--- config.mk ---
export PLATFORM = sky130hd
export DESIGN_NAME = block_fill_responder_flat
export DESIGN_NICKNAME = d
export VERILOG_FILES = /design/src/rtl/block_fill_responder_if.sv /design/src/rtl/block_fill_responder.sv /design/src/flat_wrapper.sv
export SDC_FILE = /design/constraint.sdc
export NUM_CORES = 1
export LEC_CHECK = 0
export BUFFER_PORTS_ARGS = -buffer_cell sky130_fd_sc_hd__buf_2
export CORE_ASPECT_RATIO = 0.75
export CORE_UTILIZATION = 35
export DETAILED_ROUTE_END_ITERATION = 16
export HOLD_SLACK_MARGIN = 0.05
export MAX_ROUTING_LAYER = met4
export PLACE_DENSITY = 0.62
export SETUP_SLACK_MARGIN = 0.5
export SLEW_MARGIN = 30
export SYNTH_ARGS = -nofsm -noshare
export SYNTH_HDL_FRONTEND = slang
export SYNTH_SLANG_ARGS = --single-unit
--- constraint.sdc ---
create_clock -name clk_i -period 2.5 [get_ports clk_i]
set_input_delay 0.5 -clock clk_i [delete_from_list [all_inputs] [get_ports clk_i]]
set_output_delay 0.5 -clock clk_i [all_outputs]
set_load 0.02 [all_outputs]
--- src/rtl/block_fill_responder_if.sv ---
// Cache-to-responder request/response bundle plus the word-wide backing-memory port.
// The slave modport is the block-fill responder; master is the cache/memory side.
interface block_fill_responder_if #(
  parameter int BLOCK_BITS = 512,
  parameter int WORD_BITS  = 32
);
  logic                  req_valid;
  logic [31:0]           req_addr;
  logic                  rsp_valid;
  logic [31:0]           rsp_addr;
  logic [BLOCK_BITS-1:0] rsp_data;
  logic                  mem_req;
  logic [31:0]           mem_addr;
  logic                  mem_ack;
  logic [WORD_BITS-1:0]  mem_rdata;

  modport master (
    output req_valid,
    output req_addr,
    output mem_ack,
    output mem_rdata,
    input  rsp_valid,
    input  rsp_addr,
    input  rsp_data,
    input  mem_req,
    input  mem_addr
  );

  modport slave (
    input  req_valid,
    input  req_addr,
    input  mem_ack,
    input  mem_rdata,
    output rsp_valid,
    output rsp_addr,
    output rsp_data,
    output mem_req,
    output mem_addr
  );
endinterface

--- src/rtl/block_fill_responder.sv ---
// Block-fill responder: fetches a 16-word block word by word and returns it in one pulse.
// Optional one-entry reuse buffer enabled by defining BLOCK_FILL_REUSE_EN.
module block_fill_responder #(
  parameter int BLOCK_BITS = 512,
  parameter int WORD_BITS  = 32
) (
  input  logic                       clk_i,
  input  logic                       rst_n_i,
  block_fill_responder_if.slave      bus
);

  localparam int         NUM_WORDS = BLOCK_BITS / WORD_BITS;
  localparam logic [3:0] LAST_WORD = 4'(NUM_WORDS - 1);

  typedef enum logic [1:0] {
    ST_IDLE,
    ST_FETCH,
    ST_RESPOND
  } state_t;

  state_t      state_reg;
  logic [3:0]  count_reg;
  logic [31:0] base_reg;
  logic        mem_req_reg;
  logic [31:0] mem_addr_reg;
  logic        rsp_valid_reg;

  logic [31:0] req_base;
  logic        word_we;
  logic        fetch_done;
  logic        reuse_hit;
  logic        unused_req_offset;

  assign req_base          = {bus.req_addr[31:6], 6'h00};
  assign unused_req_offset = ^bus.req_addr[5:0];
  assign word_we           = (state_reg == ST_FETCH) && bus.mem_ack;
  assign fetch_done        = word_we && (count_reg == LAST_WORD);

  // Control FSM; memory-side outputs are registered so req_* never reaches mem_* combinationally.
  always_ff @(posedge clk_i or negedge rst_n_i) begin
    if (!rst_n_i) begin
      state_reg     <= ST_IDLE;
      count_reg     <= 4'd0;
      base_reg      <= 32'd0;
      mem_req_reg   <= 1'b0;
      mem_addr_reg  <= 32'd0;
      rsp_valid_reg <= 1'b0;
    end else begin
      case (state_reg)
        ST_IDLE: begin
          rsp_valid_reg <= 1'b0;
          if (bus.req_valid) begin
            base_reg  <= req_base;
            count_reg <= 4'd0;
            if (reuse_hit) begin
              state_reg     <= ST_RESPOND;
              rsp_valid_reg <= 1'b1;
            end else begin
              state_reg    <= ST_FETCH;
              mem_req_reg  <= 1'b1;
              mem_addr_reg <= req_base;
            end
          end
        end
        ST_FETCH: begin
          if (bus.mem_ack) begin
            if (count_reg == LAST_WORD) begin
              state_reg     <= ST_RESPOND;
              mem_req_reg   <= 1'b0;
              mem_addr_reg  <= 32'd0;
              rsp_valid_reg <= 1'b1;
            end else begin
              count_reg    <= count_reg + 4'd1;
              mem_addr_reg <= base_reg + {26'd0, count_reg + 4'd1, 2'b00};
            end
          end
        end
        ST_RESPOND: begin
          rsp_valid_reg <= 1'b0;
          state_reg     <= ST_IDLE;
        end
        default: begin
          state_reg     <= ST_IDLE;
          mem_req_reg   <= 1'b0;
          rsp_valid_reg <= 1'b0;
        end
      endcase
    end
  end

  // One register per word, written only when its index matches the acknowledged count.
  generate
    for (genvar gi = 0; gi < NUM_WORDS; gi++) begin : g_word
      logic [WORD_BITS-1:0] word_reg;

      always_ff @(posedge clk_i or negedge rst_n_i) begin
        if (!rst_n_i) begin
          word_reg <= '0;
        end else if (word_we && (count_reg == 4'(gi))) begin
          word_reg <= bus.mem_rdata;
        end
      end

      assign bus.rsp_data[gi*WORD_BITS +: WORD_BITS] = word_reg;
    end
  endgenerate

`ifdef BLOCK_FILL_REUSE_EN
  logic [25:0] reuse_tag_reg;
  logic        reuse_valid_reg;

  // The data register still holds the last fetched block, so a tag match can answer directly.
  always_ff @(posedge clk_i or negedge rst_n_i) begin
    if (!rst_n_i) begin
      reuse_tag_reg   <= 26'd0;
      reuse_valid_reg <= 1'b0;
    end else if (fetch_done) begin
      reuse_tag_reg   <= base_reg[31:6];
      reuse_valid_reg <= 1'b1;
    end
  end

  assign reuse_hit = reuse_valid_reg && (reuse_tag_reg == bus.req_addr[31:6]);
`else
  logic unused_fetch_done;

  assign unused_fetch_done = fetch_done;
  assign reuse_hit         = 1'b0;
`endif

  assign bus.rsp_valid = rsp_valid_reg;
  assign bus.rsp_addr  = base_reg;
  assign bus.mem_req   = mem_req_reg;
  assign bus.mem_addr  = mem_addr_reg;

endmodule

--- src/flat_wrapper.sv ---
// flat-port wrapper written by rule: the top's interface ports become plain ports
module block_fill_responder_flat 
#(
  parameter int BLOCK_BITS = 512,
  parameter int WORD_BITS  = 32
)
  (clk_i, rst_n_i, bus_req_valid, bus_req_addr, bus_mem_ack, bus_mem_rdata, bus_rsp_valid, bus_rsp_addr, bus_rsp_data, bus_mem_req, bus_mem_addr);
  block_fill_responder_if #(.BLOCK_BITS(BLOCK_BITS), .WORD_BITS(WORD_BITS)) bus_i ();
  input  logic clk_i;
  input  logic rst_n_i;
  input wire logic [$bits(bus_i.req_valid)-1:0] bus_req_valid;
  input wire logic [$bits(bus_i.req_addr)-1:0] bus_req_addr;
  input wire logic [$bits(bus_i.mem_ack)-1:0] bus_mem_ack;
  input wire logic [$bits(bus_i.mem_rdata)-1:0] bus_mem_rdata;
  output wire logic [$bits(bus_i.rsp_valid)-1:0] bus_rsp_valid;
  output wire logic [$bits(bus_i.rsp_addr)-1:0] bus_rsp_addr;
  output wire logic [$bits(bus_i.rsp_data)-1:0] bus_rsp_data;
  output wire logic [$bits(bus_i.mem_req)-1:0] bus_mem_req;
  output wire logic [$bits(bus_i.mem_addr)-1:0] bus_mem_addr;
  assign bus_i.req_valid = bus_req_valid;
  assign bus_i.req_addr = bus_req_addr;
  assign bus_i.mem_ack = bus_mem_ack;
  assign bus_i.mem_rdata = bus_mem_rdata;
  assign bus_rsp_valid = bus_i.rsp_valid;
  assign bus_rsp_addr = bus_i.rsp_addr;
  assign bus_rsp_data = bus_i.rsp_data;
  assign bus_mem_req = bus_i.mem_req;
  assign bus_mem_addr = bus_i.mem_addr;
  block_fill_responder #(.BLOCK_BITS(BLOCK_BITS), .WORD_BITS(WORD_BITS)) u_core (.clk_i(clk_i), .rst_n_i(rst_n_i), .bus(bus_i));
endmodule
# Yosys cells after proc, flatten, opt, wreduce, memory -nomap -nowiden
# Cells that the tools add are included.
# totals
inputBits	68
out_inout_bits	578
word_cells	91
register_bits	578
# op_classes
muxes	19
eq_ne	21
bitwise_logic	1
n_reduce_logical	26
add_sub_neg	2
# ops
op	n
32-bit two-way mux	3
32-bit case mux with 2 select lines	1
32-bit by 6-bit adder with 32-bit output	1
4-bit == test, second input constant	8
1-bit logical AND	17
4-bit by 3-bit == test with 1-bit output, second input constant	4
4-bit two-way mux	3
4-bit by 2-bit == test with 1-bit output, second input constant	2
2-bit != test, second input constant	4
4-bit case mux with 2 select lines	1
4-bit AND reduction	2
1-bit two-way mux	6
2-bit two-way mux	3
3-bit AND reduction	2
4-bit by 1-bit adder with 4-bit output, second input constant	1
4-bit by 1-bit == test with 1-bit output, second input constant	1
4-bit logical NOT	1
2-bit case mux with 2 select lines	1
2-bit AND reduction	2
1-bit case mux with 3 select lines	1
2-bit by 1-bit == test with 1-bit output, second input constant	1
2-bit == test, second input constant	1
2-bit logical NOT	1
2-bit nonzero test	1
1-bit NOT	1

# Longest topological paths before layout
# Gate-level depths: netlist (run 1).
# logic_depth
word_depth	5
mapped_depth	7
ltp_nobuf	5

# Worst setup path before layout (run 1)
# Ideal clock, no wire load.
# synth_timing
kind	flip-flop to flip-flop
startpoint	register u_core.count_reg[0]
endpoint	register u_core.g_word[2].word_reg[10]
setup_slack_ns	0.658
t_arrival_ns	1.717
path_buffers	2
required_time_ns	2.375
synth_period_minus_slack_ns	1.842
setup_ns	0.125
path_stages_with_launch	8
path_cell_list	dfrtp_1 inv_1 ha_1 nand4b_4 or3_1 buf_2 buf_6 mux2_4
# synth_between
elab_chain_cells	2
# synth_rtl
element	line_no	text
from (decl)	block_fill_responder.sv:22	logic [3:0] count_reg;
from (signal assigned)	block_fill_responder.sv:73	count_reg <= count_reg + 4'd1;
4-bit by 2-bit == test with 1-bit output	block_fill_responder.sv:99	end else if (word_we && (count_reg == 4'(gi))) begin
1-bit logical AND	block_fill_responder.sv:99	
to (signal assigned)	block_fill_responder.sv:100	word_reg <= bus.mem_rdata;
to (decl)	block_fill_responder.sv:94	logic [WORD_BITS-1:0] word_reg;
# Every way passes these cells.
# A chain may end at the register's enable or synchronous reset.

# Worst setup path in the final report (run 1)
# layout_timing
startpoint	register u_core.count_reg[0]
endpoint	register u_core.g_word[2].word_reg[20]
# The elaborated chain is that of the path after synthesis.

==> impl_metrics.tcl, run 1 <==
set metrics [dict create \
    worst-path-buf-inv 2 \
    final_cell_count_no_fill 2870 \
    hpwl_mm 46.1 \
    dp.cells 2746 \
    seq_area_mm2 0.0144 \
    maxSlewHeadroom 0.491 \
    antenna_found_initial 1 \
    synthDistinctLibCells 38 \
    cts_root_buf "clkbuf_16" \
    p_total_mw 42.3 \
    gr-total-overflow 0 \
    ys_ff_latch 576 \
    wire_per_inst_um 23.5 \
    final_area_mm2 0.0286 \
    p_clk_frac 0.205 \
    route.antenna.remaining_nets 0 \
    status "finished, final reports clean" \
    tns_ns 0 \
    switchingPower_mw 16.5 \
    finalMaxSlewViolations 0 \
    synth_edf_count 0 \
    netSwitchingFraction 0.390 \
    cts_buffers 57 \
    clock_latency_ns 0.60 \
    max_freq_ghz 0.509 \
    largest_reg_flops 512 \
    num_rows 79 \
    worstHoldPathType "in -> reg" \
    final_util 0.462 \
    nets 2084 \
    firstDrtPassIters 4 \
    coreArea_mm2 0.0620 \
    timing.final.crit_share 0.787 \
    drt_iter0_markers 641 \
    vias 13984 \
    syn_area_per_cell_um2 16.4 \
    grt_use_total 0.212 \
    die_w_um 291 \
    internal-power_mw 25.8 \
    power_leakage_nw 14.7 \
    clock_sinks 576 \
    cts_tree "built" \
    fin_worst_skew_ns 0.0152 \
    hold_viol_final 0 \
    grt_pass1_wl_mm 98.0 \
    boundaryPins 646 \
    tightest_slew_ns 0.763 \
    finalSetupViolCount 0 \
    synth_flop_cell "dfrtp_1" \
    worstPathMaxFanout 21 \
    peakVddDrop_v 0.000787 \
    cap_viol_max_count 0 \
    clk_pin_slew_ns 0.06 \
    fillers 5486 \
    layout_common_cells "buf_2 (630), dfrtp_1 (576), mux2_2 (465), clkbuf_16 (61), buf_4 (53)" \
    async_reset_ff_frac 1.00 \
    grt_pass1_vias 14612 \
    slowest_delay_ns 0.43 \
    rsz0062_at_grt "true" \
    cp-start-kind "register" \
    start_util 0.353 \
    fin_crit_ns 1.97 \
    place_congestion 0.818 \
    slowest_stage "or3_4" \
    die_h_um 219 \
    drc 0 \
    post_dp_cell_area_mm2 0.0264 \
    htreeDepth 2 \
    drt_wl_total_mm 67.5 \
    syn_to_final_growth_pct 30.7 \
    end_kind "register" \
    crit_chain "inv_2, ha_4, nand4b_4, or3_4, buf_12, mux2_4" \
    worstPathArrival_ns 2.43 \
    synthesis.area_mm2 0.0219 \
    multi_input_area_mm2 0.00711 \
    path_class "reg -> reg" \
    critical_path.top_delay_family "simple AND/OR/NAND/NOR gates" \
    final_common_cell "buf_2" \
    die_area_mm2 0.0636 \
    pwr-share-seq 0.377 \
    yosysSeqAreaShare 0.658 \
    synthCells 1339 \
    cts_buffer_depth 3 \
    drive_above_1_share 0.646 \
    ys_warn_count 0 \
    p_comb_frac 0.417 \
    power_density_mw_per_mm2 1480 \
    critical_path_required_ns 2.97 \
    port-buffer-count 631 \
    viasPerCell 4.87 \
    grt_max_degree 74 \
]
[worst min-delay path, cell delays in order]
cell	delay, ns
buf_2	0.07
and2_1	0.13
a21o_1	0.08
[routing by layer]
metal | routed length [um] | GRT usage | vias up
met2 | 32400 | 0.336 | 465
met3 | 4360 | 0.0534 | 85
met5 | 0 | - | -
met4 | 1210 | 0.0506 | 0
met1 | 29500 | 0.274 | 7363
li1 | - | - | 6071
[timing repair]
| action | in CTS | in global routing |
|---|---|---|
| hold endpoints to repair | 38 | 0 |
| hold buffers | 1 | 0 |
| setup buffers | 6 | 6 |
| gates resized for setup | 10 | 10 |
| pin swaps | 5 | 4 |
| setup endpoints to repair | 173 | 344 |
| cloned | 1 | 3 |
[area by class of cell]
cell class,count,area share
inverter,3,0.000393
timing repair buffer,715,0.146
sequential,576,0.503
antenna,2,0.000175
clock inverter,19,0.00773
multi-input combinational,659,0.248
clock buffer,86,0.0589
tap,810,0.0354
[cell usage after synthesis (2+ instances only)]
| cell type | number | area (um2) |
|---|---|---|
| nand3b_1 | 5 | 37.5 |
| nand4_1 | 2 | 12.5 |
| nor2_1 | 10 | 37.5 |
| nand3_1 | 4 | 20.0 |
| inv_1 | 3 | 11.3 |
| a221o_1 | 26 | 260 |
| xor2_1 | 2 | 17.5 |
| nand2b_1 | 5 | 31.3 |
| mux2_4 | 30 | 450 |
| buf_4 | 10 | 75.1 |
| and2_1 | 26 | 163 |
| mux2_1 | 13 | 146 |
| buf_2 | 52 | 260 |
| ha_1 | 4 | 50.1 |
| nand2_1 | 5 | 18.8 |
| a22o_1 | 3 | 26.3 |
| buf_6 | 3 | 33.8 |
| dfrtp_1 | 576 | 14400 |
| a21o_1 | 27 | 203 |
| clkbuf_1 | 43 | 161 |
| mux2_2 | 470 | 5290 |
| nand4b_1 | 2 | 17.5 |
| mux2i_1 | 3 | 30.0 |
[kinds of logic after synthesis]
kind of cell               count (synthesis)  synth area share
and+or+nand+nor                           70            0.0203
AOI/OAI and AO/OA                         59            0.0234
other                                      1          0.000171
xor gates and xnor gates                   2          0.000800
buffers and inverters                    111            0.0247
adders and majority gates                  4           0.00229
muxes                                    516             0.270
DFF                                      576             0.658
[stage by stage]
step                worst slack [ns]  hold slack [ns]
floorplan                      0.658            0.204
global placement               0.316            0.465
detailed placement             0.307            0.469
CTS                            0.464            0.179
global route                   0.461            0.206
finish                         0.534            0.221
[power groups by stage]
stage                     clock, mW  sequential, mW  combinational, mW
after floorplan                   0            21.2               5.27
after global placement            0            15.8               17.4
after detailed placement          0            16.0               17.7
after CTS                      8.90            16.0               17.8
after global routing           9.27            16.5               18.6
final                          8.70            16.0               17.7
[final timing paths]
| kind | startpoint | to | slack [ns] | cells after the start |
|---|---|---|---|---|
| min | bus_req_addr[22] | u_core.bus.rsp_addr[22] | 0.22 | 3 |
| max in group asynchronous | rst_n_i | u_core.g_word[11].word_reg[16] | 1.11 | 3 |
| max | u_core.count_reg[0] | u_core.g_word[2].word_reg[20] | 0.53 | 6 |
| min in group asynchronous | rst_n_i | u_core.g_word[4].word_reg[0] | 0.46 | 2 |
| min reg2reg | u_core.g_word[11].word_reg[8] | u_core.g_word[11].word_reg[8] | 0.48 | 1 |
| max reg2reg | u_core.count_reg[0] | u_core.g_word[2].word_reg[20] | 0.53 | 6 |
(Power assumes the default switching activity.)
==> inputs of run 2 (changes only) <==
- PLACE_DENSITY: 0.62 -> 0.64
- clock period: 2.5 -> 1.7 ns (I/O delays scaled with it)
==> run 2 against run 1 <==
Compared with the run above:
- the run now ends with negative setup slack left
- die area is the same
- final area rose by 15%
- largest power group unchanged
- register-to-register slack got worse by 0.76 ns
- cell count increased by 3.9%
- global-route usage increased by 1.4 points
- routed wire length is 23% higher
- clock-buffer cell count down 7
- non-clock buffer count is 116 higher
- first-iteration DRC count increased by 41%
==> impl_metrics.tcl, run 2 (synthesis results as in run 1) <==
set metrics [dict create \
    port-buffer-count 631 \
    grt_pass1_vias 15210 \
    clock_latency_ns 0.61 \
    maxSlewHeadroom 0.636 \
    cp-start-kind "register" \
    vias 15035 \
    die_area_mm2 0.0636 \
    final_common_cell "buf_2" \
    worstPathArrival_ns 2.42 \
    violations "negative setup slack" \
    post_dp_cell_area_mm2 0.0268 \
    fin_worst_skew_ns 0.0218 \
    grt_use_total 0.226 \
    worstPathMaxFanout 21 \
    end_kind "register" \
    antenna_found_initial 2 \
    finalMaxSlewViolations 0 \
    max_freq_ghz 0.520 \
    rsz0062_at_grt "true" \
    nets 2199 \
    firstDrtPassIters 4 \
    start_util 0.353 \
    cts_root_buf "clkbuf_16" \
    viasPerCell 5.04 \
    worstHoldPathType "in -> reg" \
    boundaryPins 646 \
    syn_to_final_growth_pct 50.1 \
    num_rows 79 \
    power_density_mw_per_mm2 2110 \
    place_congestion 0.817 \
    cts_buffers 56 \
    die_h_um 219 \
    cts_tree "built" \
    clk_pin_slew_ns 0.06 \
    layout_setup_ws_ns -0.224 \
    tightest_slew_ns 0.547 \
    largest_reg_flops 512 \
    drc 0 \
    timing.final.crit_share 1.13 \
    status "finished with violations" \
    final_area_mm2 0.0329 \
    hpwl_mm 46.1 \
    drive_above_1_share 0.669 \
    clock_sinks 576 \
    path_class "reg -> reg" \
    die_w_um 291 \
    cts_buffer_depth 3 \
    finalSetupViolCount 490 \
    final_cell_count_no_fill 2983 \
    dp.cells 2757 \
    layout_common_cells "buf_2 (630), dfrtp_1 (572), mux2_4 (475), clkbuf_16 (86), buf_12 (56)" \
    gr-total-overflow 0 \
    coreArea_mm2 0.0620 \
    drt_iter0_markers 903 \
    critical_path_required_ns 2.20 \
    route.antenna.remaining_nets 0 \
    grt_max_degree 85 \
    fin_crit_ns 1.92 \
    peakVddDrop_v 0.00127 \
    tns_ns -46.45 \
    hold_viol_final 0 \
    grt_pass1_wl_mm 104 \
    power_leakage_nw 17.0 \
    cap_viol_max_count 0 \
    wire_per_inst_um 27.8 \
    drt_wl_total_mm 82.8 \
    htreeDepth 2 \
]
==> run 2: final timing paths <==
| kind | end | start | cells after the start | slack, ns |
|---|---|---|---|---|
| max | u_core.g_word[2].word_reg[17] | u_core.count_reg[0] | 6 | -0.22 |
| min | u_core.bus.rsp_addr[12] | bus_req_addr[12] | 3 | 0.08 |
| max reg2reg | u_core.g_word[2].word_reg[17] | u_core.count_reg[0] | 6 | -0.22 |
| min reg2reg | u_core.bus.rsp_valid | u_core.bus.rsp_valid | 1 | 0.48 |
| max in group asynchronous | u_core.bus.mem_addr[14] | rst_n_i | 3 | 0.64 |
| min in group asynchronous | u_core.g_word[2].word_reg[5] | rst_n_i | 2 | 0.23 |
==> run 2: cell type report <==
class | instances | area (um2)
multi-input cells | 659 | 8850
well taps | 810 | 1010
clock buffers | 79 | 1650
inverters | 3 | 11.3
clock inverters | 24 | 327
diodes | 1 | 2.50
fillers | 5038 | 29100
flip-flops and latches | 576 | 14400
repair buffers | 831 | 6610
==> run 2: metal layers <==
layer | vias up | track usage | part of all wire
li1 | 6295 | - | -
met1 | 8075 | 0.292 | 0.46
met2 | 560 | 0.354 | 0.46
met3 | 105 | 0.0582 | 0.064
met4 | 0 | 0.0589 | 0.016
met5 | - | - | 0
==> run 2: where the power goes <==
part           leakage (nW)  internal, mW  switching, mW  total, mW
combinational          8.73          15.0           16.9       31.9
clock                 0.982          7.82           5.55       13.4
sequential             7.28          20.1           3.88       24.0
==> run 2: what timing repair did <==
item / 4_1_cts / 5_1_grt
endpoints found under the setup margin: 1146 / 1146
endpoints found under the hold margin: 277 / 0
hold buffers: 22 / 0
pin swaps: 20 / 19
buffers inserted: 27 / 14
cloned: 18 / 41
resized for setup: 116 / 438
==> run 2: through the flow <==
| step | power [mW] | util | worst slack (ns) | hold slack [ns] |
|---|---|---|---|---|
| after global placement | 49.4 | 0.433 | -0.239 | 0.269 |
| final | 69.3 | 0.531 | -0.224 | 0.0850 |
| after global routing | 72.0 | 0.531 | -0.245 | 0.0729 |
| after CTS | 65.1 | 0.487 | -0.204 | 0.0501 |
| after detailed placement | 50.2 | 0.433 | -0.247 | 0.271 |
| after floorplan | 39.3 | - | -0.0904 | 0.0444 |
==> run 2: worst max-delay path, stage by stage, from the launching register on <==
cell and delay (ns):
dfrtp_1 0.40, inv_2 0.09, ha_4 0.14, nand4b_4 0.10
or3_2 0.50, buf_12 0.20, mux2_4 0.34
==> inputs of run 3 (changes only) <==
- ABC_AREA: unset -> 1
==> run 3 against run 2 <==
Compared with the run above:
- utilization down 2.8 points
- fmax up 16%
- sequential power down 18%
- routed wire length up 14%
- area after synthesis up 4.9%
- clock skew up 0.0030 ns
- register-to-register slack better by 0.26 ns
- via count up 42%
- sequential share of layout area up 0.75 points
- final area down 1.7%
- the flow now finishes without violations
- combinational power down 34%
- clock-buffer cell count up 8
==> impl_metrics.tcl, run 3 <==
set metrics [dict create \
    status "finished, final reports clean" \
    timing.final.crit_share 0.977 \
    synthDistinctLibCells 21 \
    ys_top_cells_by_area "dfrtp_1 (63%), nand2_1 (18%), o21ai_0 (11%)" \
    layout_setup_ws_ns 0.0390 \
    maxSlewHeadroom 0.635 \
    hold_depth 3 \
    dp.cells 3982 \
    drive_above_1_share 0.309 \
    hold_path.startpoint "bus_mem_rdata[31]" \
    largest_reg_flops 512 \
    end_kind "register" \
    critical_path.top_delay_family "buffers and inverters" \
    post-place-ws_ns -0.198 \
    worst-path-buf-inv 4 \
    clock_latency_ns 0.62 \
    grt_pass1_vias 19568 \
    yosysMostFrequentCell "nand2_1" \
    final_util 0.503 \
    ys_ff_latch 576 \
    rsz0062_at_grt "true" \
    power_density_mw_per_mm2 1670 \
    tightest_slew_ns 0.548 \
    nets 3378 \
    finalMaxSlewViolations 0 \
    slowest_delay_ns 0.42 \
    cts_root_buf "clkbuf_16" \
    crit_chain "inv_2, ha_4, nand2_2, buf_12, nor2_4, buf_12, buf_6, nand2_1, nand2_1" \
    htreeDepth 2 \
    fin_crit_ns 1.66 \
    die_h_um 224 \
    yosysTopAreaCellShare 0.627 \
    antenna_found_initial 3 \
    place_congestion 0.833 \
    critical_path_required_ns 2.24 \
    viasPerCell 5.05 \
    ys_warn_count 0 \
    firstDrtPassIters 6 \
    finalSetupViolCount 0 \
    die_w_um 298 \
    route.antenna.remaining_nets 0 \
    synth_flop_cell "dfrtp_1" \
    grt_use_total 0.261 \
    synthCells 2557 \
    drt_iter0_markers 1759 \
    slowest_stage "dfrtp_1" \
    start_util 0.358 \
    cts_tree "built" \
    grt_max_degree 90 \
    path_class "reg -> reg" \
    dr_wl_met3_mm 9.02 \
    wl_met2_mm 43.2 \
    max_freq_ghz 0.602 \
    synth_common_cells "nand2_1 (1,127), dfrtp_1 (576), o21ai_0 (495)" \
    worstPathArrival_ns 2.20 \
    worstHoldPathType "in -> reg" \
    port-buffer-count 631 \
    cts_buffer_depth 3 \
    worstPathMaxFanout 9 \
    r2r_cells 9 \
    power_leakage_nw 18.4 \
    synth_edf_count 0 \
    hpwl_mm 57.5 \
    clk_pin_slew_ns 0.07 \
    syn_area_per_cell_um2 8.99 \
    vias 21305 \
    timing.rr.start "u_core.count_reg[0]" \
    wl_met1_mm 39.4 \
    peakVddDrop_v 0.00106 \
    cp-start-kind "register" \
    yosysTopAreaCell "dfrtp_1" \
    reg2reg_slack_ns 0.04 \
    async_reset_ff_frac 1.00 \
    drc 0 \
    yosysSeqAreaShare 0.627 \
    boundaryPins 646 \
    fillers 5930 \
    wire_per_inst_um 22.4 \
    r2r-end "u_core.g_word[10].word_reg[24]" \
    gr-total-overflow 0 \
    die_area_mm2 0.0667 \
    fin_worst_skew_ns 0.0249 \
    cap_viol_max_count 0 \
    cts_buffers 57 \
    top_layer_used "met4" \
    grt_pass1_wl_mm 128 \
    hold_end "u_core.g_word[12].word_reg[31]" \
    hold_viol_final 0 \
    drt_wl_total_mm 94.3 \
    layout_common_cells "nand2_1 (1,099), buf_2 (626), dfrtp_1 (574), o21ai_0 (399), o21ai_1 (117)" \
    num_rows 80 \
    whs_ns 0.0818 \
    final_cell_count_no_fill 4215 \
    clock_sinks 576 \
    coreArea_mm2 0.0643 \
    synthesis.area_mm2 0.0230 \
    final_common_cell "nand2_1" \
    syn_to_final_growth_pct 40.6 \
]
[run 3: changes by cell type in the layout (fill, tap and decap cells not counted), moves of 16 or more]
| cell | previous run | this run |
|---|---|---|
| nand2_1 | 5 | 1099 |
| mux2_4 | 475 | 0 |
| o21ai_0 | 1 | 399 |
| o21ai_1 | 0 | 117 |
| buf_4 | 32 | 88 |
| inv_1 | 1 | 39 |
| mux2_2 | 38 | 0 |
| a21o_1 | 27 | 0 |
| nand3_1 | 2 | 29 |
| a221o_1 | 26 | 0 |
| and2_1 | 26 | 0 |
| o21ai_2 | 0 | 24 |
| dlygate4sd3_1 | 22 | 40 |
| nand2_4 | 0 | 16 |
[run 3: final cells by class]
class	count	area, um2	share of cell area
Inverter	46	180	0.00558
Antenna cell	3	7.51	0.000232
Timing Repair Buffer	884	6780	0.210
Tap cell	861	1080	0.0333
Clock buffer	87	1760	0.0544
Clock inverter	17	200	0.00619
Multi-Input combinational cell	1741	7900	0.244
Sequential cell	576	14400	0.446
[run 3: how the worst max path moves through the flow]
stage                             startpoint                             end  slack, ns  cells past startpoint
3_5_place_dp             u_core.count_reg[1]   u_core.g_word[13].word_reg[2]      -0.20                      6
5_1_grt                  u_core.count_reg[0]  u_core.g_word[10].word_reg[27]     -0.008                      9
2_1_floorplan            u_core.state_reg[0]   u_core.g_word[1].word_reg[16]       0.27                      8
3_3_place_gp             u_core.count_reg[1]  u_core.g_word[13].word_reg[10]      -0.17                      6
4_1_cts        u_core.g_word[1].word_reg[11]                bus_rsp_data[43]       0.12                      1
6_report                 u_core.count_reg[0]  u_core.g_word[10].word_reg[24]       0.04                      9
[run 3: where the power goes]
part	switching (mW)	internal [mW]	total (mW)
Combinational	14.0	7.10	21.1
Clock	5.64	7.59	13.2
Sequential	2.15	17.5	19.6
Total	21.8	32.2	54.0
[run 3: stage by stage]
stage	setup TNS [ns]	instance area (um2)	total power [mW]
4_1_cts	0	30700	52.1
3_5_place_dp	-10.45	27900	38.2
6_report	0	32300	54.0
5_1_grt	-0.0220	32300	56.6
3_3_place_gp	-7.29	27900	37.9
2_1_floorplan	0	23300	30.3
[run 3: logic make-up after synthesis]
family                     synth area share
adders and majority gates           0.00218
other                              0.000163
and+or+nand+nor                       0.202
xor gates and xnor gates           0.000381
AOI/OAI and AO/OA                     0.118
buffers and inverters                0.0508
DFF                                   0.627
[run 3: routing by layer]
| metal | track usage | vias up |
|---|---|---|
| met5 | - | - |
| met4 | 0.0812 | 0 |
| met3 | 0.0535 | 176 |
| met2 | 0.404 | 1140 |
| met1 | 0.344 | 10319 |
| li1 | - | 9670 |
[run 3: timing repair]
action / in CTS / in global routing
setup endpoints to repair: 1146 / 1146
pin swaps: 10 / 20
setup buffers: 14 / 32
hold buffers: 40 / 0
resized for setup: 45 / 185
hold endpoints to repair: 444 / 0
cloned: 6 / 34
[run 3: worst min-delay path, stage by stage]
cell and delay, ns:
buf_2 0.18, nand2_1 0.09, nand2_1 0.04
